--- config.mk ---
export PLATFORM = sky130hd
export DESIGN_NAME = npc_ras_unit
export DESIGN_NICKNAME = d
export VERILOG_FILES = /design/src/rtl/npc_ras_unit.sv
export SDC_FILE = /design/constraint.sdc
export NUM_CORES = 1
export LEC_CHECK = 0
export ABC_AREA = 1
export CORE_MARGIN = 2
export CORE_UTILIZATION = 50
export DETAILED_ROUTE_END_ITERATION = 8
export GPL_TIMING_DRIVEN = 0
export PLACE_DENSITY = 0.86
export SYNTH_ARGS = -nofsm -noshare
export SYNTH_HDL_FRONTEND = slang
export SYNTH_SLANG_ARGS = --single-unit
--- constraint.sdc ---
create_clock -name clk -period 4.6 [get_ports clk]
set_input_delay 0.92 -clock clk [delete_from_list [all_inputs] [get_ports clk]]
set_output_delay 0.92 -clock clk [all_outputs]
set_load 0.02 [all_outputs]
--- src/rtl/npc_ras_unit.sv ---
// Next-PC unit for the five-stage MIPS pipeline: owns F_PC, resolves D-stage redirects,
// and keeps a circular return-address stack so `jr $ra` can redirect without a forwarded $ra.
module npc_ras_unit #(
   parameter logic [31:0] RESET_PC  = 32'h0000_3000,
   parameter logic [31:0] EXC_PC    = 32'h0000_4180,
   parameter int          RAS_DEPTH = 8,
   parameter bit          RAS_EN    = 1'b1
) (
   input  logic                         clk,
   input  logic                         reset,
   input  logic                         stall,
   input  logic [2:0]                   br_type,
   input  logic                         br_taken,
   input  logic [31:0]                  D_PC,
   input  logic [31:0]                  offset,
   input  logic [25:0]                  imm26,
   input  logic [31:0]                  rs_val,
   input  logic                         rs_is_ra,
   input  logic                         exc_req,
   input  logic                         eret,
   input  logic [31:0]                  epc,
   output logic [31:0]                  F_PC,
   output logic [31:0]                  npc,
   output logic [31:0]                  PC8,
   output logic                         ras_used,
   output logic                         ras_mispredict,
   output logic [$clog2(RAS_DEPTH):0]   ras_count
);

   localparam int PW = $clog2(RAS_DEPTH);
   localparam int CW = PW + 1;
   localparam logic [CW-1:0] DEPTH_C = CW'(RAS_DEPTH);

   localparam logic [2:0] BR_B    = 3'd1;
   localparam logic [2:0] BR_J    = 3'd2;
   localparam logic [2:0] BR_JAL  = 3'd3;
   localparam logic [2:0] BR_JR   = 3'd4;
   localparam logic [2:0] BR_JALR = 3'd5;

   logic [31:0]   pc_q, pc_d;
   logic [31:0]   ras_q [RAS_DEPTH];
   logic [31:0]   ras_d [RAS_DEPTH];
   logic [PW-1:0] tp_q, tp_d;
   logic [CW-1:0] cnt_q, cnt_d;
   logic          mis_q, mis_d;

   logic [PW-1:0] top_idx_s;
   logic [31:0]   ras_top_s;
   logic          ras_avail_s;
   logic [31:0]   pc4_s;
   logic [31:0]   pc8_s;
   logic [31:0]   npc_s;
   logic          ras_used_s;
   logic          upd_s;
   logic          do_push_s;
   logic          do_pop_s;

   // Next-PC selection in priority order; the RAS top is the newest entry, one below tp.
   always_comb begin
      top_idx_s   = tp_q - PW'(1);
      ras_top_s   = ras_q[top_idx_s];
      ras_avail_s = (cnt_q != CW'(0));
      pc4_s       = pc_q + 32'd4;
      pc8_s       = D_PC + 32'd8;
      npc_s       = pc4_s;
      ras_used_s  = 1'b0;
      if (exc_req) begin
         npc_s = EXC_PC;
      end else if (eret) begin
         npc_s = epc;
      end else begin
         case (br_type)
            BR_B: begin
               if (br_taken) begin
                  npc_s = D_PC + 32'd4 + {offset[29:0], 2'b00};
               end else begin
                  npc_s = pc4_s;
               end
            end
            BR_J, BR_JAL: npc_s = {D_PC[31:28], imm26, 2'b00};
            BR_JR: begin
               if (RAS_EN && rs_is_ra && ras_avail_s) begin
                  npc_s      = ras_top_s;
                  ras_used_s = 1'b1;
               end else begin
                  npc_s = rs_val;
               end
            end
            BR_JALR: npc_s = rs_val;
            default: npc_s = pc4_s;
         endcase
      end
   end

   // Stack maintenance happens only on edges that actually retire the D-stage control transfer.
   always_comb begin
      upd_s     = !stall && !exc_req && !eret;
      do_push_s = upd_s && ((br_type == BR_JAL) || (br_type == BR_JALR));
      do_pop_s  = upd_s && (br_type == BR_JR) && rs_is_ra && ras_avail_s;
      ras_d     = ras_q;
      tp_d      = tp_q;
      cnt_d     = cnt_q;
      if (do_push_s) begin
         ras_d[tp_q] = pc8_s;
         tp_d        = tp_q + PW'(1);
         if (cnt_q != DEPTH_C) begin
            cnt_d = cnt_q + CW'(1);
         end else begin
            cnt_d = cnt_q;
         end
      end else if (do_pop_s) begin
         tp_d  = top_idx_s;
         cnt_d = cnt_q - CW'(1);
      end else begin
         tp_d  = tp_q;
         cnt_d = cnt_q;
      end
      if (do_pop_s) begin
         mis_d = RAS_EN ? (ras_top_s != rs_val) : 1'b0;
      end else if (!stall) begin
         mis_d = 1'b0;
      end else begin
         mis_d = mis_q;
      end
      if (exc_req || !stall) begin
         pc_d = npc_s;
      end else begin
         pc_d = pc_q;
      end
   end

   // Control state: PC, stack pointer, occupancy and mispredict flag.
   always_ff @(posedge clk) begin
      if (reset) begin
         pc_q  <= RESET_PC;
         tp_q  <= '0;
         cnt_q <= '0;
         mis_q <= 1'b0;
      end else begin
         pc_q  <= pc_d;
         tp_q  <= tp_d;
         cnt_q <= cnt_d;
         mis_q <= mis_d;
      end
   end

   // Stack storage needs no reset: entries are only read when the count says they are valid.
   always_ff @(posedge clk) begin
      ras_q <= ras_d;
   end

   assign F_PC           = pc_q;
   assign npc            = npc_s;
   assign PC8            = pc8_s;
   assign ras_used       = ras_used_s;
   assign ras_mispredict = mis_q;
   assign ras_count      = cnt_q;

endmodule

==> results.txt <==
The total number of yosys warnings was 0. The tools report the number of pins exceeding their max-slew limit in the final report as 0. The net count of the finished layout was 2791; the achievable frequency was 216 MHz. In this run the power density over the cells is 302 mW/mm^2. In this run, synthesis inferred 256 flip-flops with an integrated enable.

The final reports fail on setup timing. Counting the fill cells in the layout gives 2774. Top-level port count: 266.

The synthesized area per cell is 8.03 sq um. The primary flip-flop cell chosen by synthesis mapping was sky130_fd_sc_hd__edfxtp_1. On the final layout, the worst clock skew is 33.9 ps. Hold timing on the final database bottoms out at a slack of 466 ps. The final critical-path share of the clock period came out at 1.01.

In this run, the number of DRC markers left after iteration 0 of detailed routing was 2722. Summed over all layers, the global routing overflow is 0. The floorplan has 69 rows. The worst setup path is captured at a primary output.

The core region is 0.0352 sq mm. Clock tree synthesis found a total of 296 sinks. The total half-perimeter wirelength after legalization and detailed placement came out at 54.2 mm. The slew at the pin closest to its max-slew limit was 1370 ps.

The number of max-cap violations came out at 0. The tree is rooted in a sky130_fd_sc_hd__clkbuf_16. In the synthesized netlist, the number of instances is 2210. Setup violations remaining at the end of the flow were counted as 3.

Setup repair after global routing could not meet its margin everywhere. The core utilization of the finished layout was 0.664; the via count of the first global-routing pass was 16937. The logs give 18514 for the number of vias in the routed layout and 3710 ps for the signal arrival time at the worst endpoint. For the placed instance area, the log shows 0.0213 sq mm. Entering global routing, the biggest net connects 29 pins.

The share of async-settable or async-resettable flops after synthesis is 0. The routed wire length per instance works out to 24.0 um. Once layout is complete, the cells apart from fillers number 3048. The post-detailed-routing wire length was 73.2 mm; the highest net fanout along the worst path was 4. For the worst slew margin relative to its limit, the log shows 0.0773. The die is 192 um tall. The run gives -27.0 ps as the final critical-path setup slack. The deepest clock path buffer count is 3, and the total area of multi-input combinational cells is 0.00880 sq mm. The weighted congestion reported at the end of routability-driven placement was 1.01. From left edge to right edge, the die measures 192 um.

Register bit count reported by yosys: 296. The starting density of the core was 0.504; the share of the yosys chip area belonging to registers was 0.478. The run gives 45 as the number of distinct library cell variants in the gate-level netlist after synthesis. The logs give 0 for the number of hold buffers added after CTS and -1070 ps for the worst slack at placement. The number of detailed-routing iterations run before antenna repair is 7, and the post-synthesis instance area is 0.0177 sq mm.

The die covers 0.0370 sq mm. The tools report the maximum VDD drop as 0.236 mV. Global-route wire length before repair: 103 mm.

After routing the design area is 0.0234 sq mm. The run finished, with violations left. Number of antenna violations at the first check in global routing: 4. The layout overhead on the synthesized area came out at 31.7%.

The run gives 2439 as the post-synth net total. Clock latency on the worst-skew pair, taken at its later pin, is 610 ps. The worst setup path is launched from an input pin. Data on the critical path is required at its endpoint by 3680 ps. Summing all flip-flop and latch instances after layout gives 0.00849 sq mm. The run gives 0.381 as the global-route usage over all layers. Counting the buffers created by CTS gives 31. Proportion of layout cells with a drive suffix above 1: 0.132.

TritonCTS built the clock tree. In this run the remaining antenna-violating nets after routing total 0. Clock transition time at the flip-flop clock pins of the worst setup and hold paths: 70 ps.

The H-tree depth reported by CTS was 1; the number of buffers inserted by port buffering was 263. The tools report the number of remaining DRC errors as 0. The critical path class was in2out. The clock period minus worst slack was 4630 ps; the static power due to leakage was 9.82 nW. The tools report the hold violation total from the final report as 0. Using the TritonRoute via totals, the vias-per-cell ratio works out to 6.07. In this run the worst hold path is classified as reg2reg.

Once placement completed, the tool counted placed cells totaling 2954.
## final timing paths
check                       from             end  slack [ps]  depth (start not counted)
hold / removal    ras_mispredict  ras_mispredict         470                          2
setup / recovery       offset[9]         npc[28]         -30                         15
hold reg to reg   ras_mispredict  ras_mispredict         470                          2
setup reg to reg         tp_q[0]  ras_mispredict         870                         26
## critical path: stages
cell                              delay, ps
sky130_fd_sc_hd__clkdlybuf4s50_1        430
sky130_fd_sc_hd__ha_1                   340
sky130_fd_sc_hd__ha_2                   420
sky130_fd_sc_hd__nand2_1                130
sky130_fd_sc_hd__nor2_1                 230
sky130_fd_sc_hd__nand3_1                100
sky130_fd_sc_hd__nand3_1                150
sky130_fd_sc_hd__nand2_1                 90
sky130_fd_sc_hd__nand3_1                 90
sky130_fd_sc_hd__nand3_1                100
sky130_fd_sc_hd__nand2_1                150
sky130_fd_sc_hd__nand2_1                 60
sky130_fd_sc_hd__nand2_1                110
sky130_fd_sc_hd__nand2_1                 90
sky130_fd_sc_hd__clkdlybuf4s15_1        300
## through the flow
stage	setup TNS, ps	power (W)
after global placement	-615780	0.00429
after floorplan	0	0.00370
after global routing	-616	0.00720
after CTS	0	0.00687
final	-43.6	0.00705
after detailed placement	-30940	0.00431
## flip-flops by register name (all words and copies together) (netlist names)
name / count
ras_q: 256
tp_q: 3
F_PC: 32
ras_count: 4
ras_mispredict: 1
## cells by family after synthesis
kind of cell               after synthesis  synth area share
AOI/OAI and AO/OA                      360             0.116
xor gates and xnor gates                56            0.0291
adders and majority gates               65            0.0467
buffers and inverters                  329            0.0737
DFF                                    296             0.478
and+or+nand+nor                       1104             0.257
## area by class of cell
cell class                 instances  share of cell area
clock inverter                    20             0.00996
multi-input combinational       1585               0.376
sequential                       296               0.363
buffer                            81              0.0195
tap                              461              0.0247
inverter                         248              0.0398
antenna                            2            0.000214
timing repair buffer             319               0.132
clock buffer                      36              0.0340
## routing by layer
metal / global-route usage / part of all wire / vias up
li1: - / - / 8076
met1: 0.511 / 0.36 / 8643
met2: 0.578 / 0.44 / 1505
met3: 0.0742 / 0.14 / 290
met4: 0.218 / 0.065 / 0
met5: 0 / 0 / -
## what timing repair did
| item | CTS | global route |
|---|---|---|
| gates resized for setup | 215 | 133 |
| setup buffers | 21 | 15 |
| setup endpoints to repair | 54 | 44 |
| pin swaps | 23 | 25 |
## cell usage in the layout (no fill, tap or decap), types with 12 or more instances in the layout
cell type,n
sky130_fd_sc_hd__a21oi_1,78
sky130_fd_sc_hd__buf_2,35
sky130_fd_sc_hd__buf_4,47
sky130_fd_sc_hd__buf_6,18
sky130_fd_sc_hd__clkbuf_1,27
sky130_fd_sc_hd__clkbuf_16,31
sky130_fd_sc_hd__clkbuf_2,21
sky130_fd_sc_hd__clkdlybuf4s15_2,13
sky130_fd_sc_hd__clkdlybuf4s50_1,187
sky130_fd_sc_hd__dfxtp_1,38
sky130_fd_sc_hd__dlygate4sd2_1,29
sky130_fd_sc_hd__edfxtp_1,256
sky130_fd_sc_hd__ha_1,36
sky130_fd_sc_hd__ha_4,18
sky130_fd_sc_hd__inv_1,239
sky130_fd_sc_hd__nand2_1,547
sky130_fd_sc_hd__nand2_2,20
sky130_fd_sc_hd__nand3_1,124
sky130_fd_sc_hd__nand3_2,12
sky130_fd_sc_hd__nand4_1,22
sky130_fd_sc_hd__nor2_1,312
sky130_fd_sc_hd__nor2_2,12
sky130_fd_sc_hd__nor3_1,14
sky130_fd_sc_hd__o211ai_1,56
sky130_fd_sc_hd__o21ai_0,172
sky130_fd_sc_hd__xor2_1,22
## where the power goes
group / total, W / switching [W] / internal [W]
Combinational: 0.00146 / 0.000911 / 0.000550
Clock: 0.00260 / 0.00113 / 0.00147
Sequential: 0.00299 / 0.0000461 / 0.00294
## Yosys cell counts, types with 2 or more instances
library cell,number,area [sq um]
sky130_fd_sc_hd__nand3b_1,6,45.0
sky130_fd_sc_hd__ha_1,63,788
sky130_fd_sc_hd__a21oi_1,86,430
sky130_fd_sc_hd__xor2_1,38,333
sky130_fd_sc_hd__nor4_1,2,12.5
sky130_fd_sc_hd__o21ai_0,181,906
sky130_fd_sc_hd__inv_2,3,11.3
sky130_fd_sc_hd__o2111ai_1,4,35.0
sky130_fd_sc_hd__xnor2_1,16,140
sky130_fd_sc_hd__o21ai_1,2,10.0
sky130_fd_sc_hd__fa_1,2,40.0
sky130_fd_sc_hd__dfxtp_1,40,801
sky130_fd_sc_hd__o211ai_1,56,420
sky130_fd_sc_hd__o221ai_1,10,87.6
sky130_fd_sc_hd__clkinv_1,4,15.0
sky130_fd_sc_hd__nand4_1,22,138
sky130_fd_sc_hd__a21o_1,5,37.5
sky130_fd_sc_hd__nor2_1,326,1220
sky130_fd_sc_hd__a31oi_1,3,18.8
sky130_fd_sc_hd__buf_4,7,52.6
sky130_fd_sc_hd__o21bai_1,9,67.6
sky130_fd_sc_hd__buf_2,37,185
sky130_fd_sc_hd__nand3_1,135,676
sky130_fd_sc_hd__and2_1,2,12.5
sky130_fd_sc_hd__nand2_2,3,18.8
sky130_fd_sc_hd__or2_2,4,25.0
sky130_fd_sc_hd__edfxtp_1,256,7690
sky130_fd_sc_hd__nor2_4,3,33.8
sky130_fd_sc_hd__clkbuf_1,36,135
sky130_fd_sc_hd__nand3_2,3,30.0
sky130_fd_sc_hd__nand2_1,564,2120
sky130_fd_sc_hd__inv_1,241,905
sky130_fd_sc_hd__nor2_2,6,37.5
sky130_fd_sc_hd__nor3_1,24,120
Power figures use the tool's default switching activity.
